--- src/rtl/alu.sv ---
// Registered 16-bit ALU: operands, op and carry-in are sampled on each rising clk and
// acc/c/flags update in the same edge. Undefined opcodes leave every output unchanged.
module alu #(
  parameter int WIDTH = 16
) (
  input  logic             clk,
  input  logic             reset,
  input  logic [WIDTH-1:0] a,
  input  logic [WIDTH-1:0] b,
  input  logic [7:0]       op,
  input  logic             cf,
  output logic             c_flag,
  output logic             z_flag,
  output logic             o_flag,
  output logic [WIDTH-1:0] acc,
  output logic [WIDTH-1:0] c
);
  localparam int H = WIDTH / 2;

  localparam logic [7:0] OP_ADD  = 8'h01;
  localparam logic [7:0] OP_ADC  = 8'h02;
  localparam logic [7:0] OP_SUB  = 8'h03;
  localparam logic [7:0] OP_SUC  = 8'h04;
  localparam logic [7:0] OP_MUL8 = 8'h05;
  localparam logic [7:0] OP_MUL6 = 8'h06;
  localparam logic [7:0] OP_DIV8 = 8'h07;
  localparam logic [7:0] OP_DIV6 = 8'h08;
  localparam logic [7:0] OP_CMP  = 8'h09;
  localparam logic [7:0] OP_AND  = 8'h0A;
  localparam logic [7:0] OP_NEG  = 8'h0B;
  localparam logic [7:0] OP_NOT  = 8'h0C;
  localparam logic [7:0] OP_OR   = 8'h0D;
  localparam logic [7:0] OP_SHL  = 8'h0E;
  localparam logic [7:0] OP_SHR  = 8'h0F;
  localparam logic [7:0] OP_XOR  = 8'h10;
  localparam logic [7:0] OP_TEST = 8'h11;

  logic [WIDTH-1:0]   acc_q, acc_d, c_q, c_d;
  logic               c_flag_q, c_flag_d, z_flag_q, z_flag_d, o_flag_q, o_flag_d;
  logic               acc_wr;
  logic               cin, bin;
  logic [WIDTH:0]     add_r, sub_r;
  logic               add_ovf, sub_ovf;
  logic [2*WIDTH-1:0] prod;
  logic [WIDTH-1:0]   mul8;
  logic [WIDTH-1:0]   div_b, quo16, rem16;
  logic [H-1:0]       div8_b, quo8, rem8;

  // Signed overflow of an addition: same-sign operands giving a different-sign result.
  function automatic logic add_overflow(input logic sa, input logic sb, input logic sr);
    return (sa == sb) && (sr != sa);
  endfunction

  always_comb begin
    cin     = (op == OP_ADC) & cf;
    bin     = (op == OP_SUC) & cf;
    add_r   = {1'b0, a} + {1'b0, b} + {{WIDTH{1'b0}}, cin};
    sub_r   = {1'b0, a} - {1'b0, b} - {{WIDTH{1'b0}}, bin};
    add_ovf = add_overflow(a[WIDTH-1], b[WIDTH-1], add_r[WIDTH-1]);
    sub_ovf = add_overflow(a[WIDTH-1], ~b[WIDTH-1], sub_r[WIDTH-1]);
    prod    = {{WIDTH{1'b0}}, a} * {{WIDTH{1'b0}}, b};
    mul8    = {{H{1'b0}}, a[H-1:0]} * {{H{1'b0}}, b[H-1:0]};
    // Divisors forced non-zero so the dividers never see /0; those results are overridden.
    div_b   = (b == '0) ? WIDTH'(1) : b;
    quo16   = a / div_b;
    rem16   = a % div_b;
    div8_b  = (b[H-1:0] == '0) ? H'(1) : b[H-1:0];
    quo8    = a[H-1:0] / div8_b;
    rem8    = a[H-1:0] % div8_b;
  end

  always_comb begin
    acc_d    = acc_q;
    c_d      = c_q;
    c_flag_d = c_flag_q;
    z_flag_d = z_flag_q;
    o_flag_d = o_flag_q;
    acc_wr   = 1'b1;
    case (op)
      OP_ADD, OP_ADC: begin
        acc_d = add_r[WIDTH-1:0]; c_d = '0; c_flag_d = add_r[WIDTH]; o_flag_d = add_ovf;
      end
      OP_SUB, OP_SUC: begin
        acc_d = sub_r[WIDTH-1:0]; c_d = '0; c_flag_d = sub_r[WIDTH]; o_flag_d = sub_ovf;
      end
      OP_CMP: begin
        acc_wr   = 1'b0;
        c_flag_d = sub_r[WIDTH];
        o_flag_d = sub_ovf;
        z_flag_d = (sub_r[WIDTH-1:0] == '0);
      end
      OP_MUL8: begin
        acc_d = mul8; c_d = '0; c_flag_d = 1'b0; o_flag_d = 1'b0;
      end
      OP_MUL6: begin
        acc_d    = prod[WIDTH-1:0];
        c_d      = prod[2*WIDTH-1:WIDTH];
        c_flag_d = (prod[2*WIDTH-1:WIDTH] != '0);
        o_flag_d = (prod[2*WIDTH-1:WIDTH] != '0);
      end
      OP_DIV8: begin
        c_d      = '0;
        c_flag_d = 1'b0;
        o_flag_d = (b[H-1:0] == '0);
        acc_d    = (b[H-1:0] == '0) ? {a[H-1:0], {H{1'b1}}} : {rem8, quo8};
      end
      OP_DIV6: begin
        c_flag_d = 1'b0;
        o_flag_d = (b == '0);
        acc_d    = (b == '0) ? '1 : quo16;
        c_d      = (b == '0) ? a : rem16;
      end
      OP_AND: begin acc_d = a & b; c_d = '0; c_flag_d = 1'b0; o_flag_d = 1'b0; end
      OP_NOT: begin acc_d = ~a;    c_d = '0; c_flag_d = 1'b0; o_flag_d = 1'b0; end
      OP_OR:  begin acc_d = a | b; c_d = '0; c_flag_d = 1'b0; o_flag_d = 1'b0; end
      OP_XOR: begin acc_d = a ^ b; c_d = '0; c_flag_d = 1'b0; o_flag_d = 1'b0; end
      OP_NEG: begin
        acc_d    = '0 - a;
        c_d      = '0;
        c_flag_d = (a != '0);
        o_flag_d = (a == {1'b1, {(WIDTH-1){1'b0}}});
      end
      OP_SHL: begin
        acc_d = {a[WIDTH-2:0], 1'b0}; c_d = '0;
        c_flag_d = a[WIDTH-1]; o_flag_d = a[WIDTH-1] ^ a[WIDTH-2];
      end
      OP_SHR: begin
        acc_d = {1'b0, a[WIDTH-1:1]}; c_d = '0;
        c_flag_d = a[0]; o_flag_d = a[WIDTH-1];
      end
      OP_TEST: begin
        acc_wr   = 1'b0;
        z_flag_d = ((a & b) == '0);
      end
      default: acc_wr = 1'b0;
    endcase
    if (acc_wr) z_flag_d = (acc_d == '0);
  end

  always_ff @(posedge clk) begin
    if (!reset) begin
      acc_q    <= '0;
      c_q      <= '0;
      c_flag_q <= 1'b0;
      z_flag_q <= 1'b0;
      o_flag_q <= 1'b0;
    end else begin
      acc_q    <= acc_d;
      c_q      <= c_d;
      c_flag_q <= c_flag_d;
      z_flag_q <= z_flag_d;
      o_flag_q <= o_flag_d;
    end
  end

  assign acc    = acc_q;
  assign c      = c_q;
  assign c_flag = c_flag_q;
  assign z_flag = z_flag_q;
  assign o_flag = o_flag_q;
endmodule

--- config.mk ---
export PLATFORM = sky130hd
export DESIGN_NAME = alu
export DESIGN_NICKNAME = d
export VERILOG_FILES = /design/src/rtl/alu.sv
export SDC_FILE = /design/constraint.sdc
export NUM_CORES = 2
export LEC_CHECK = 0
export BUFFER_PORTS_ARGS = -buffer_cell sky130_fd_sc_hd__buf_2
export CELL_PAD_IN_SITES_DETAIL_PLACEMENT = 1
export CELL_PAD_IN_SITES_GLOBAL_PLACEMENT = 2
export CORE_MARGIN = 5
export CORE_UTILIZATION = 35
export CTS_BUF_LIST = sky130_fd_sc_hd__clkbuf_4 sky130_fd_sc_hd__clkbuf_8 sky130_fd_sc_hd__clkbuf_16
export CTS_CLUSTER_SIZE = 8
export DETAILED_ROUTE_END_ITERATION = 16
export PLACE_DENSITY_LB_ADDON = 0.1
export SETUP_SLACK_MARGIN = 0.3
export SYNTH_ARGS = -nofsm -noshare
export SYNTH_HDL_FRONTEND = slang
export SYNTH_SLANG_ARGS = --single-unit
--- constraint.sdc ---
create_clock -name clk -period 39.5 [get_ports clk]
set_input_delay 3.95 -clock clk [delete_from_list [all_inputs] [get_ports clk]]
set_output_delay 3.95 -clock clk [all_outputs]
set_load 0.005 [all_outputs]
==> run_results.csv <==
group,metric,value,unit
placement,place.gp.congestion,0.987,
detailed_routing,postRouteAntennaNets,0,
logic_synthesis,synthMuxAreaShare,0.0200,
floorplanning,dieArea,78700,um^2
sta,setup_viol,0,
global_route,antenna_found_initial,9,
critical_path,cp_max_fo,25,
logic_synthesis,syn-cell-area,25600,um^2
finish,design_area,27300,um^2
detailed_routing,firstDrtPassIters,5,
clocking,hold_buffers,0,
detailed_routing,wl,129000,um
logic_synthesis,synth_cells,3420,
floorplanning,rows,99,
clocking,tritoncts,"yes",
finish,stdcell_count,4375,
sta,fmax,26.9,MHz
critical_path,rrSetupSlack,37.52,ns
sta,setup_tns,0,ns
logic_synthesis,synthSimpleGateAreaFrac,0.199,
placement,placed_area,27100,um^2
floorplanning,ios,78,
finish,multi_input_area,22900,um^2
detailed_routing,wire_per_inst,29.5,um
critical_path,max_stage_delay,0.65,ns
clocking,cts_buffer_depth,2,
logic_synthesis,synth_warnings,0,
global_route,grtUsageTotal,0.319,
clocking,root_buffer,"clkbuf_16",
global_route,grt_max_degree,45,
logic_synthesis,synthesis.nets,4073,
global_route,grt_pass1_vias,28200,
finish,layout-drive-gt1-share,0.0756,
sta,finalCriticalPeriod,37.14,ns
clocking,clock_sinks,35,
sta,hold_violations,0,
critical_path,cp-end-kind,"flip-flop",
logic_synthesis,synth_xor_area_frac,0.0516,
sta,fin_crit_sh,0.940,
finish,regArea,701,um^2
run,max_cap_viol_count,0,
sta,slew_viol_final,0,
logic_synthesis,ys.flop_type,"dfxtp_1",
finish,fillCellCount,9043,
critical_path,critPathMostFrequentCell,"ha_1",
detailed_routing,vias_per_cell,6.22,
detailed_routing,drt_iter0_markers,2417,
placement,dp_cells,4365,
finish,areaGrowthSynthToFinish,6.70,%
pwr,power_density,58.9,nW/um^2
finish,layout_commonest_cell,"inv_1",
global_route,grt_pass1_wl,190000,um
placement,portBuffers,77,
floorplanning,die_w,281,um
critical_path,cp_data_arrival_time,37.34,ns
critical_path,crit_type,"in2reg",
logic_synthesis,synth_area_per_cell,7.49,um^2
logic_synthesis,synth_fa_ha_area_frac,0.367,
logic_synthesis,yosysUniqueCellTypes,99,
sta,relSlewSlack,0.125,
clocking,cts-buffers-inserted,5,
logic_synthesis,synth_top_family_by_area,"adder cells",
critical_path,worstSetupStartpointType,"input port",
detailed_routing,drc_errors,0,
clocking,path_clk_slew,0.07,ns
sta,whs,0.538,ns
sta,tightestPinTransition,1.31,ns
run_status,status,"finished clean",
clocking,clock_latency,0.29,ns
pwr,peakVddDrop,124,uV
critical_path,crit_path_top_delay_cell,"a31oi_1",
floorplanning,die_y,281,um
logic_synthesis,async_flop_share,0,
logic_synthesis,yosys_register_bits,35,
sta,rsz0062_at_grt,"false",
sta,fin_worst_skew,0.00228,ns
placement,hpwl,104000,um
logic_synthesis,synth_edf_count,0,
floorplanning,core_area,72800,um^2
floorplanning,start_util,0.352,
worst_hold_path,hold_class,"reg2reg",
critical_path,worstPathRequired,39.70,ns
global_route,overflow,0,
finish,fin_nets,4066,
finish,final_cell_mix,"inv_1 (392), ha_1 (374), nand2_1 (333)",
logic_synthesis,synth_compound_area_frac,0.253,
pwr,p_leak,0.0127,uW
detailed_routing,vias,27200,
logic_synthesis,ys_seq_area_frac,0.0273,
clocking,h-tree-depth,2,
routing by layer:
metal,part of all wire,GRT usage,up-vias
met5,0.00032,0,-
met4,0.039,0.104,8
met3,0.071,0.0413,221
met2,0.44,0.510,1071
met1,0.45,0.447,13800
li1,-,-,12100
repair_timing:
item	4_1_cts	5_1_grt
setup endpoints to repair	0	18
buffers inserted	0	0
gates resized for setup	0	8
cell families after synthesis:
kind of cell | count (synthesis)
buffers and inverters | 558
flip-flops | 35
AO/OA/AOI/OAI | 936
adder cells (fa/ha/maj) | 610
AND/OR/NAND/NOR | 1086
multiplexers | 44
XOR/XNOR | 151
cell type report:
type	instances	share of cell area
multi-input combinational	2827	0.837
timing repair buffer	140	0.0314
clock buffer	5	0.00458
tap	959	0.0439
clock inverter	3	0.00160
inverter	404	0.0555
sequential	35	0.0256
antenna	2	0.000183
registers in the layout, summed over array words and instances, names as in the netlist:
register	flops
z_flag	1
o_flag	1
c_flag	1
acc	16
c	16
cell usage after synthesis (all sizes together), types with 24 or more instances:
master	instances	area share
xnor2	90	0.031
a21oi	182	0.036
o21a	70	0.021
nand3	61	0.012
o21ai	181	0.035
a211oi	46	0.014
dfxtp	35	0.027
nand2	333	0.049
nor3	100	0.020
or2	30	0.0073
and2	36	0.0088
o22ai	26	0.0066
inv	396	0.058
a21o	64	0.019
fa	236	0.18
ha	374	0.18
or3	29	0.0071
mux2	24	0.011
nor4	31	0.0078
buf	35	0.0058
nand2b	30	0.0073
nand4	27	0.0066
o211ai	45	0.013
xor2	61	0.021
a31oi	47	0.011
clkbuf	119	0.017
nor2	311	0.046
worst max-delay path, delay by kind of cell:
kind | cells | cell delay, ns
simple gates | 38 | 10.56
mux | 2 | 0.74
compound gates | 56 | 16.38
fa+ha+maj | 15 | 4.90
buf+inv | 4 | 0.75
report_power, final:
group          switching (uW)  total, uW  internal, uW
Sequential               2.41       39.4          37.0
Combinational             987       1520           534
Clock                    19.3       49.2          29.9
per-stage QoR:
stage	power (uW)	util	worst slack, ns
after floorplan	1030	-	8.27
after global placement	1520	0.373	2.56
after detailed placement	1550	0.373	1.62
after CTS	1610	0.375	1.79
after global routing	1750	0.375	0.401
final	1610	0.375	2.36
worst paths after layout:
check / from / endpoint / cells after the start
worst min register to register: acc[7] / acc[7] / 2
worst min-delay path: acc[7] / acc[7] / 2
worst max register to register: z_flag / z_flag / 7
worst max-delay path: b[14] / z_flag / 115
(Power assumes the default switching activity.)
